<file path="src/rtl/lane_dly_pkg.sv">
// Shared encodings for the lane delay-line sequencer: request opcodes,
// delay-line selectors and FSM state type.
package lane_dly_pkg;

    localparam logic [1:0] OP_LOAD = 2'b00;
    localparam logic [1:0] OP_INC  = 2'b01;
    localparam logic [1:0] OP_DEC  = 2'b10;
    localparam logic [1:0] OP_RSVD = 2'b11;

    localparam logic SEL_RX = 1'b0;
    localparam logic SEL_TX = 1'b1;

    typedef enum logic [2:0] {
        ST_IDLE,
        ST_PRE,
        ST_PULSE,
        ST_GAP,
        ST_POST,
        ST_FIN
    } state_t;

    function automatic int unsigned max3(input int unsigned a, input int unsigned b,
                                         input int unsigned c);
        int unsigned m;
        m = (a > b) ? a : b;
        return (m > c) ? m : c;
    endfunction

endpackage

</file>
<file path="src/rtl/lane_dly_timer.sv">
// Loadable down-counter with zero flag; one instance times the PRE, GAP and
// POST phases of the delay-line sequencer.
module lane_dly_timer #(
    parameter int unsigned W = 2
) (
    input  logic         clk,
    input  logic         rst,
    input  logic         load,
    input  logic [W-1:0] load_val,
    output logic         zero
);

    logic [W-1:0] cnt;

    always_ff @(posedge clk) begin
        if (rst)
            cnt <= '0;
        else if (load)
            cnt <= load_val;
        else if (cnt != '0)
            cnt <= cnt - 1'b1;
    end

    assign zero = (cnt == '0);

endmodule

</file>
<file path="src/rtl/pf_lanectrl_dly_seq.sv">
// Sequences LOAD/MOVE pulses onto one lane's delay line, bracketed by
// HS_IO_CLK_PAUSE, and tracks the RX/TX tap positions.
module pf_lanectrl_dly_seq
    import lane_dly_pkg::*;
#(
    parameter int unsigned PAUSE_PRE  = 4,
    parameter int unsigned PAUSE_POST = 4,
    parameter int unsigned MOVE_GAP   = 2,
    parameter int unsigned TAP_W      = 8,
    parameter int unsigned LOAD_VAL   = 1
) (
    input  logic             FAB_CLK,
    input  logic             RESET,
    input  logic             REQ_VALID,
    output logic             REQ_READY,
    input  logic [1:0]       REQ_OP,
    input  logic             REQ_SEL,
    input  logic [TAP_W-1:0] REQ_TAPS,
    output logic             DONE,
    output logic             ERR,
    output logic [TAP_W-1:0] TAPS_DONE,
    output logic [TAP_W-1:0] RX_TAP_POS,
    output logic [TAP_W-1:0] TX_TAP_POS,
    output logic             DELAY_LINE_SEL,
    output logic             DELAY_LINE_DIRECTION,
    output logic             DELAY_LINE_LOAD,
    output logic             DELAY_LINE_MOVE,
    output logic             HS_IO_CLK_PAUSE,
    input  logic             RX_DELAY_LINE_OUT_OF_RANGE,
    input  logic             TX_DELAY_LINE_OUT_OF_RANGE
);

    localparam int unsigned TMAX = max3(PAUSE_PRE, PAUSE_POST, MOVE_GAP);
    localparam int unsigned TW   = (TMAX < 2) ? 1 : $clog2(TMAX);
    localparam logic [TAP_W-1:0] LOAD_POS = TAP_W'(LOAD_VAL);

    state_t           state;
    logic [1:0]       op_q;
    logic [TAP_W-1:0] remaining;
    logic             err_flag;
    logic             tmr_load;
    logic [TW-1:0]    tmr_val;
    logic             tmr_zero;
    logic [TAP_W-1:0] cur_pos;
    logic [TAP_W-1:0] next_pos;
    logic             oor_sel;

    // Timer is reloaded on every phase entry; a reload that turns out unused
    // (PRE/GAP exiting into PULSE) is harmless since PULSE reloads it anyway.
    always_comb begin
        tmr_load = 1'b0;
        tmr_val  = '0;
        case (state)
            ST_IDLE:  begin tmr_load = REQ_VALID; tmr_val = TW'(PAUSE_PRE - 1);  end
            ST_PRE:   begin tmr_load = tmr_zero;  tmr_val = TW'(PAUSE_POST - 1); end
            ST_PULSE: begin tmr_load = 1'b1;      tmr_val = TW'(MOVE_GAP - 1);   end
            ST_GAP:   begin tmr_load = tmr_zero;  tmr_val = TW'(PAUSE_POST - 1); end
            default:  ;
        endcase
    end

    lane_dly_timer #(.W(TW)) u_timer (
        .clk      (FAB_CLK),
        .rst      (RESET),
        .load     (tmr_load),
        .load_val (tmr_val),
        .zero     (tmr_zero)
    );

    always_comb begin
        cur_pos = (DELAY_LINE_SEL == SEL_TX) ? TX_TAP_POS : RX_TAP_POS;
        oor_sel = (DELAY_LINE_SEL == SEL_TX) ? TX_DELAY_LINE_OUT_OF_RANGE
                                             : RX_DELAY_LINE_OUT_OF_RANGE;
        case (op_q)
            OP_LOAD: next_pos = LOAD_POS;
            OP_INC:  next_pos = (cur_pos == '1) ? cur_pos : cur_pos + 1'b1;
            OP_DEC:  next_pos = (cur_pos == '0) ? cur_pos : cur_pos - 1'b1;
            default: next_pos = cur_pos;
        endcase
    end

    assign REQ_READY = (state == ST_IDLE) && !RESET;

    always_ff @(posedge FAB_CLK) begin
        if (RESET) begin
            state                <= ST_IDLE;
            op_q                 <= OP_LOAD;
            remaining            <= '0;
            err_flag             <= 1'b0;
            DONE                 <= 1'b0;
            ERR                  <= 1'b0;
            TAPS_DONE            <= '0;
            RX_TAP_POS           <= LOAD_POS;
            TX_TAP_POS           <= LOAD_POS;
            DELAY_LINE_SEL       <= 1'b0;
            DELAY_LINE_DIRECTION <= 1'b0;
            DELAY_LINE_LOAD      <= 1'b0;
            DELAY_LINE_MOVE      <= 1'b0;
            HS_IO_CLK_PAUSE      <= 1'b0;
        end else begin
            DELAY_LINE_LOAD <= 1'b0;
            DELAY_LINE_MOVE <= 1'b0;
            DONE            <= 1'b0;
            ERR             <= 1'b0;
            case (state)
                ST_IDLE: if (REQ_VALID) begin
                    op_q                 <= REQ_OP;
                    DELAY_LINE_SEL       <= REQ_SEL;
                    DELAY_LINE_DIRECTION <= (REQ_OP == OP_INC);
                    remaining            <= (REQ_OP == OP_LOAD) ? TAP_W'(1) :
                                            (REQ_OP == OP_RSVD) ? '0 : REQ_TAPS;
                    err_flag             <= (REQ_OP == OP_RSVD);
                    TAPS_DONE            <= '0;
                    HS_IO_CLK_PAUSE      <= 1'b1;
                    state                <= ST_PRE;
                end
                ST_PRE: if (tmr_zero) begin
                    if (remaining != '0) begin
                        DELAY_LINE_LOAD <= (op_q == OP_LOAD);
                        DELAY_LINE_MOVE <= (op_q != OP_LOAD);
                        state           <= ST_PULSE;
                    end else begin
                        state <= ST_POST;
                    end
                end
                ST_PULSE: begin
                    remaining <= remaining - 1'b1;
                    if (DELAY_LINE_SEL == SEL_TX) TX_TAP_POS <= next_pos;
                    else                          RX_TAP_POS <= next_pos;
                    if (op_q != OP_LOAD) TAPS_DONE <= TAPS_DONE + 1'b1;
                    state <= ST_GAP;
                end
                ST_GAP: if (tmr_zero) begin
                    if (oor_sel) begin
                        err_flag <= 1'b1;
                        state    <= ST_POST;
                    end else if (remaining != '0) begin
                        DELAY_LINE_LOAD <= (op_q == OP_LOAD);
                        DELAY_LINE_MOVE <= (op_q != OP_LOAD);
                        state           <= ST_PULSE;
                    end else begin
                        state <= ST_POST;
                    end
                end
                ST_POST: if (tmr_zero) begin
                    HS_IO_CLK_PAUSE <= 1'b0;
                    DONE            <= 1'b1;
                    ERR             <= err_flag;
                    state           <= ST_FIN;
                end
                ST_FIN:  state <= ST_IDLE;
                default: state <= ST_IDLE;
            endcase
        end
    end

endmodule

</file>
<file path="config.mk">
export PLATFORM = sky130hd
export DESIGN_NAME = pf_lanectrl_dly_seq
export DESIGN_NICKNAME = d
export VERILOG_FILES = /design/src/rtl/lane_dly_pkg.sv /design/src/rtl/lane_dly_timer.sv /design/src/rtl/pf_lanectrl_dly_seq.sv
export SDC_FILE = /design/constraint.sdc
export NUM_CORES = 1
export LEC_CHECK = 0
export BUFFER_PORTS_ARGS = -buffer_cell sky130_fd_sc_hd__buf_2
export CAP_MARGIN = 10
export CORE_UTILIZATION = 56
export CTS_CLUSTER_SIZE = 12
export DETAILED_ROUTE_END_ITERATION = 6
export GPL_TIMING_DRIVEN = 0
export PLACE_DENSITY = 0.82
export SLEW_MARGIN = 10
export SYNTH_ARGS = -nofsm -noshare
export SYNTH_HDL_FRONTEND = slang
export SYNTH_SLANG_ARGS = --single-unit
</file>
<file path="constraint.sdc">
create_clock -name FAB_CLK -period 3.3 [get_ports FAB_CLK]
set_clock_uncertainty 0.15 [all_clocks]
set_input_delay 0.99 -clock FAB_CLK [delete_from_list [all_inputs] [get_ports FAB_CLK]]
set_output_delay 0.99 -clock FAB_CLK [all_outputs]
set_load 0.01 [all_outputs]
</file>
== Word-level counts from Yosys, hierarchy flattened ==
Cells that the tools add are included.

* $add $sub $neg: 5
* Eq/ne operators: 15
* Reductions and logical operators: 26
* Bitwise operators: 3
* Mux-type cells: 41

{| class="wikitable"
|+ Operator list
! cell !! count
|-
| 8-bit two-way mux || 8
|-
| 8-bit case mux with 2 select lines || 2
|-
| 8-bit case mux with 3 select lines || 1
|-
| 3-bit two-way mux || 6
|-
| 8-bit by 1-bit adder with 8-bit output, second input constant || 2
|-
| 8-bit by 1-bit subtractor with 8-bit output, second input constant || 2
|-
| 1-bit two-way mux || 15
|-
| 3-bit case mux with 5 select lines || 1
|-
| 2-bit inequality test, second input constant || 6
|-
| 2-bit nonzero test || 6
|-
| 8-bit equality test, second input constant || 1
|-
| 8-bit logical NOT || 1
|-
| 1-bit case mux with 2 select lines || 4
|-
| 2-bit AND reduction || 4
|-
| 4-bit AND reduction || 2
|-
| 8-bit nonzero test || 1
|-
| 3-bit by 2-bit equality test with 1-bit output, second input constant || 2
|-
| 2-bit logical NOT || 3
|-
| 3-bit AND reduction || 2
|-
| 3-bit OR reduction || 2
|-
| 2-bit by 1-bit equality test with 1-bit output, second input constant || 2
|-
| 2-bit equality test, second input constant || 2
|-
| 2-bit two-way mux || 2
|-
| 2-bit case mux with 2 select lines || 1
|-
| 9 further kinds || 12
|}

* Bits in registers: 47
* Output and inout bits: 32
* Logic and storage cells: 105
* Bits of input ports: 16

== Longest topological paths before layout ==
* Depth after elaboration: 5
* Mapped depth: 11

== Cells and area by module ==
A second synthesis with hierarchy kept.

* Cell total of the unflattened synthesis: 349
* Area, all modules: 2,829.0 um^2

{| class="wikitable"
|+ By module, submodules not included
! module !! area an instance (um^2) !! sequential area each (um^2) !! cells an instance !! instances
|-
| pf_lanectrl_dly_seq || 2,707.6 || 900.9 || 337 || 1
|-
| lane_dly_timer || 121.4 || 40.0 || 12 || 1
|}

== Worst setup path after synthesis ==
Ideal clock, no wire load.

* Path type: flip-flop to flip-flop
* Start point: reg DELAY_LINE_SEL
* End point: reg RX_TAP_POS[5]
* Setup slack: 0.647 ns
* Stages on the path, launching flop included: 11
* Data required time: 3.016 ns
* Arrival time: 2.369 ns
* Cell sequence: dfxtp_1 > buf_4 > buf_6 > buf_6 > mux2i_1 > ha_1 > nor4bb_1 > or2_2 > nand2_1 > a311oi_1 > a211oi_1

* Longest elaborated chain between the ends: 4

{| class="wikitable"
|+ Ends and longest elaborated chain
! what !! line !! source
|-
| start: declaration || pf_lanectrl_dly_seq.sv:24 || <nowiki>output logic DELAY_LINE_SEL,</nowiki>
|-
| start signal: assignment || pf_lanectrl_dly_seq.sv:95 || <nowiki>DELAY_LINE_SEL <= 1'b0;</nowiki>
|-
| start signal: assignment || pf_lanectrl_dly_seq.sv:108 || <nowiki>DELAY_LINE_SEL <= REQ_SEL;</nowiki>
|-
| 8-bit two-way mux || pf_lanectrl_dly_seq.sv:71 || <nowiki>cur_pos = (DELAY_LINE_SEL == SEL_TX) ? TX_TAP_POS : RX_TAP_POS;</nowiki>
|-
| 8-bit by 1-bit subtractor with 8-bit output (tied with other cells) || pf_lanectrl_dly_seq.sv:77 || <nowiki>OP_DEC: next_pos = (cur_pos == '0) ? cur_pos : cur_pos - 1'b1;</nowiki>
|-
| 8-bit two-way mux (on tied branches) || pf_lanectrl_dly_seq.sv:77, pf_lanectrl_dly_seq.sv:76 ||
|-
| 8-bit case mux with 3 select lines || pf_lanectrl_dly_seq.sv:74 || <nowiki>case (op_q)</nowiki>
|-
| end signal: assignment || pf_lanectrl_dly_seq.sv:129 || <nowiki>else RX_TAP_POS <= next_pos;</nowiki>
|-
| end: declaration || pf_lanectrl_dly_seq.sv:22 || <nowiki>output logic [TAP_W-1:0] RX_TAP_POS,</nowiki>
|}

Parallel ways exist; a longest one is shown, timed or not.
A chain may end at the register's enable or synchronous reset.

== Worst setup path in the final report ==
Same ends and word-level chain as after synthesis.

==> key figures <==
Run status
  – Status: finished clean

Drt
  – Antenna viol nets, final: 0
  – DRT Pass-1 Iters: 5
  – Drt drc: 0
  – Vias per cell: approximately 6.3
  – Initial drt markers: 269
  – Via count: 2,937
  – Drt total wl: 7.39 mm
  – Routed wire length per instance: 15.7 um

Yosys
  – Sequential share of the synthesized area: 33.3%
  – Most used flip-flop cell after synthesis: dfxtp_1
  – Share of synthesized registers carrying an async set or reset: 0%
  – Syn Inst Count: 347
  – Yosys top cell area share: between 30% and 40%
  – Syn_nets: 368
  – Compound-cell area share of the yosys netlist: 25.8%
  – Xor and xnor area share after synthesis: 2.48%
  – Most common cell in the netlist: dfxtp_1
  – Yosys reg bits: 47
  – Synth top area cells: dfxtp_1 (33%), a21oi_1 (5.1%), nor2_1 (4.7%)
  – Most instantiated cells after synthesis: dfxtp_1 (47), nor2_1 (35), a21oi_1 (29)
  – Adder and majority cell fraction of the synthesized area: 2.57%
  – Number of library cell types mapped by synthesis: 64
  – Main combinational cell family by area after synthesis: compound AO/OA/AOI/OAI gates
  – Cell taking the most area after synthesis: dfxtp_1
  – Synth Cell Area: approximately 2800 um2
  – YS warnings: 0
  – Number of synthesized flops with an enable pin: 0
  – Syn_area_per_cell: 8.13 um2
  – Post-synthesis mux area share: between 5 and 6%
  – Simple logic cell fraction of the synthesized area: 23.9%

STA
  – Endpoints failing hold: 0
  – Peak Freq: 0.324 GHz
  – Fin. max-slew vios: 0
  – Slew @ Worst Pin: ~0.93 ns
  – # setup viols final: 0
  – Final min period: 3.09 ns
  – Slew headroom: 37.2%
  – Setup_tns: 0 ns
  – Part of the cycle the worst path needs: about 94%

Final layout
  – Final design utilization: 67.7%
  – Fin area: 3240 um2
  – Layout cells sized above 1: approximately 20%
  – # diodes: 0
  – Fin nets: approximately 420
  – Area delta synth->final: 14.9%
  – Layout Cells excl Fill: 469

Critical path
  – Worst Path Arrival: 3.10 ns
  – FF-to-FF setup slack: 0.21 ns
  – Worst r2r path cells: 10
  – Crit path capture type: flip-flop
  – CP Launch Type: flip-flop
  – Worst R2R Start: DELAY_LINE_SEL$_SDFFE_PP0P_
  – Reg-to-reg endpoint: RX_TAP_POS[5]$_SDFFE_PP0P_
  – Worst-path maximum fanout: 10
  – Crit path from: DELAY_LINE_SEL$_SDFFE_PP0P_
  – Crit Path Category: reg2reg
  – End of the critical path: RX_TAP_POS[5]$_SDFFE_PP0P_
  – Worst path required time: 3.31 ns

Placed design
  – PortBufs: 47
  – GPL Wtd Cong: 0.998
  – Dpl cells: around 460
  – Placed cell areas: 3140 um2
  – DPL Wire Length: 5.50 mm

GRT
  – Initial antenna violation count: 0
  – Vias in the first global route: 2,533
  – Gr ovfl total: 0
  – Largest net degree at the start of global routing: 15
  – GRT Overall Usage: 29.3%
  – Global-route wire length before repair: roughly 12 mm

Clocking
  – Hold_buf cts: 0
  – CTS Buf Count: 5
  – Root Buffer: clkbuf_8
  – Clock Tree Buf Depth: 2
  – Clock transition at path regs: 0.08 ns
  – Htree depth: 2
  – Clk_lat worst skew: 0.29 ns
  – CTS tree: done
  – Postcts setup bufs: 0
  – CTS sink cnt: 47

Pwr
  – P_leak: 1.32 nW
  – VDD IR-drop max: between 0.3 and 0.4 mV
  – P per Cell Area: 491 nW/um2
  – Overall Power: 1.59 mW

Floorplanning
  – Width of the chip: around 73 um
  – Die H: 73.0 um
  – Initial core utilization: about three fifths
  – Site Rows: 25
  – Core ar.: 4790 um2
  – Die ar.: 5330 um2
  – Num ports: 48

Min path
  – Min-delay worst type: reg2reg

Flow run
  – Maxcap violations: 0
[flip-flops by register name, indices dropped and copies added (netlist names), 2 cells and up]
name / count
TAPS_DONE: 8
TX_TAP_POS: 8
op_q: 2
remaining: 8
state: 3
u_timer.cnt: 2
RX_TAP_POS: 8
[how the worst min path moves through the flow]
stage	end	slack (ns)	cells past startpoint	from
2_1_floorplan	ERR$_SDFF_PP0_	0.28	1	err_flag$_SDFFE_PP0P_
3_3_place_gp	ERR$_SDFF_PP0_	0.30	1	err_flag$_SDFFE_PP0P_
3_5_place_dp	ERR$_SDFF_PP0_	0.32	1	err_flag$_SDFFE_PP0P_
4_1_cts	ERR$_SDFF_PP0_	0.34	1	err_flag$_SDFFE_PP0P_
5_1_grt	ERR$_SDFF_PP0_	0.36	1	err_flag$_SDFFE_PP0P_
6_report	ERR$_SDFF_PP0_	0.33	1	err_flag$_SDFFE_PP0P_
[cell usage in the layout, fill, tap and decap left out, types with 3 or more instances in the layout]
cell type | netlist | final
o22ai_1 | 4 | 4
nor3b_1 | 5 | 5
clkbuf_8 | 0 | 6
nand2_1 | 23 | 23
a41oi_1 | 3 | 3
nor3_1 | 16 | 16
buf_2 | 6 | 53
a22oi_1 | 5 | 5
nor2b_1 | 3 | 3
a221oi_1 | 7 | 7
mux2_2 | 3 | 3
nand4_1 | 8 | 8
a211oi_1 | 8 | 8
buf_6 | 4 | 4
a21oi_1 | 29 | 29
nand3_1 | 7 | 7
xor2_1 | 4 | 4
mux2i_1 | 12 | 12
dfxtp_1 | 47 | 47
o31ai_1 | 3 | 3
a31oi_1 | 5 | 5
nor2_1 | 35 | 35
nor4_1 | 4 | 4
ha_1 | 5 | 5
clkbuf_1 | 6 | 7
o21ai_0 | 23 | 23
xnor2_1 | 4 | 4
inv_1 | 19 | 19
[power by group]
part	internal, mW	switching (mW)
Sequential	0.622	0.0582
Clock	0.172	0.186
Combinational	0.227	0.325
[per-layer routing]
layer | wire (um) | vias up | global-route usage [%] | part of all wire, %
li1 | - | 1406 | - | -
met1 | 3290 | 1357 | 41.3 | 44
met2 | 3340 | 157 | 45.8 | 45
met3 | 609 | 17 | 4.83 | 8.2
met4 | 150 | 0 | 8.71 | 2.0
met5 | 0 | - | 0 | 0
[critical path, stage by stage, from the launching register on]
cell and delay, ns:
dfxtp_1 0.33, buf_4 0.18, buf_6 0.16, buf_6 0.15, mux2i_1 0.35, ha_1 0.28, nor4bb_1 0.48, or2_2 0.24
nand2_1 0.14, a311oi_1 0.37, a211oi_1 0.12
[kinds of logic after synthesis]
logic type	after synthesis
multiplexers	15
XOR/XNOR	8
flip-flops	47
buffers and inverters	37
AO/OA/AOI/OAI	110
adder cells (fa/ha/maj)	6
AND/OR/NAND/NOR	124
[layout make-up]
type                       count  area (um2)
multi-input combinational    263        1700
timing repair buffer          47         235
clock inverter                 1        8.76
buffer                        18         113
clock buffer                   7        86.3
tap                           67        83.8
sequential                    47         941
inverter                      19        71.3
fill                         416        1540
[metrics by stage]
stage	hold slack [ns]	setup WS [ns]
final	0.333	0.214
after global routing	0.359	-0.0288
after CTS	0.338	0.285
after detailed placement	0.316	0.301
after global placement	0.304	0.293
after floorplan	0.281	0.647
[timing repair]
action	CTS	global route
hold endpoints to repair	0	0
resized for setup	0	1
endpoints found under the setup margin	0	2
Note: power is estimated with default switching activity, not from simulation.
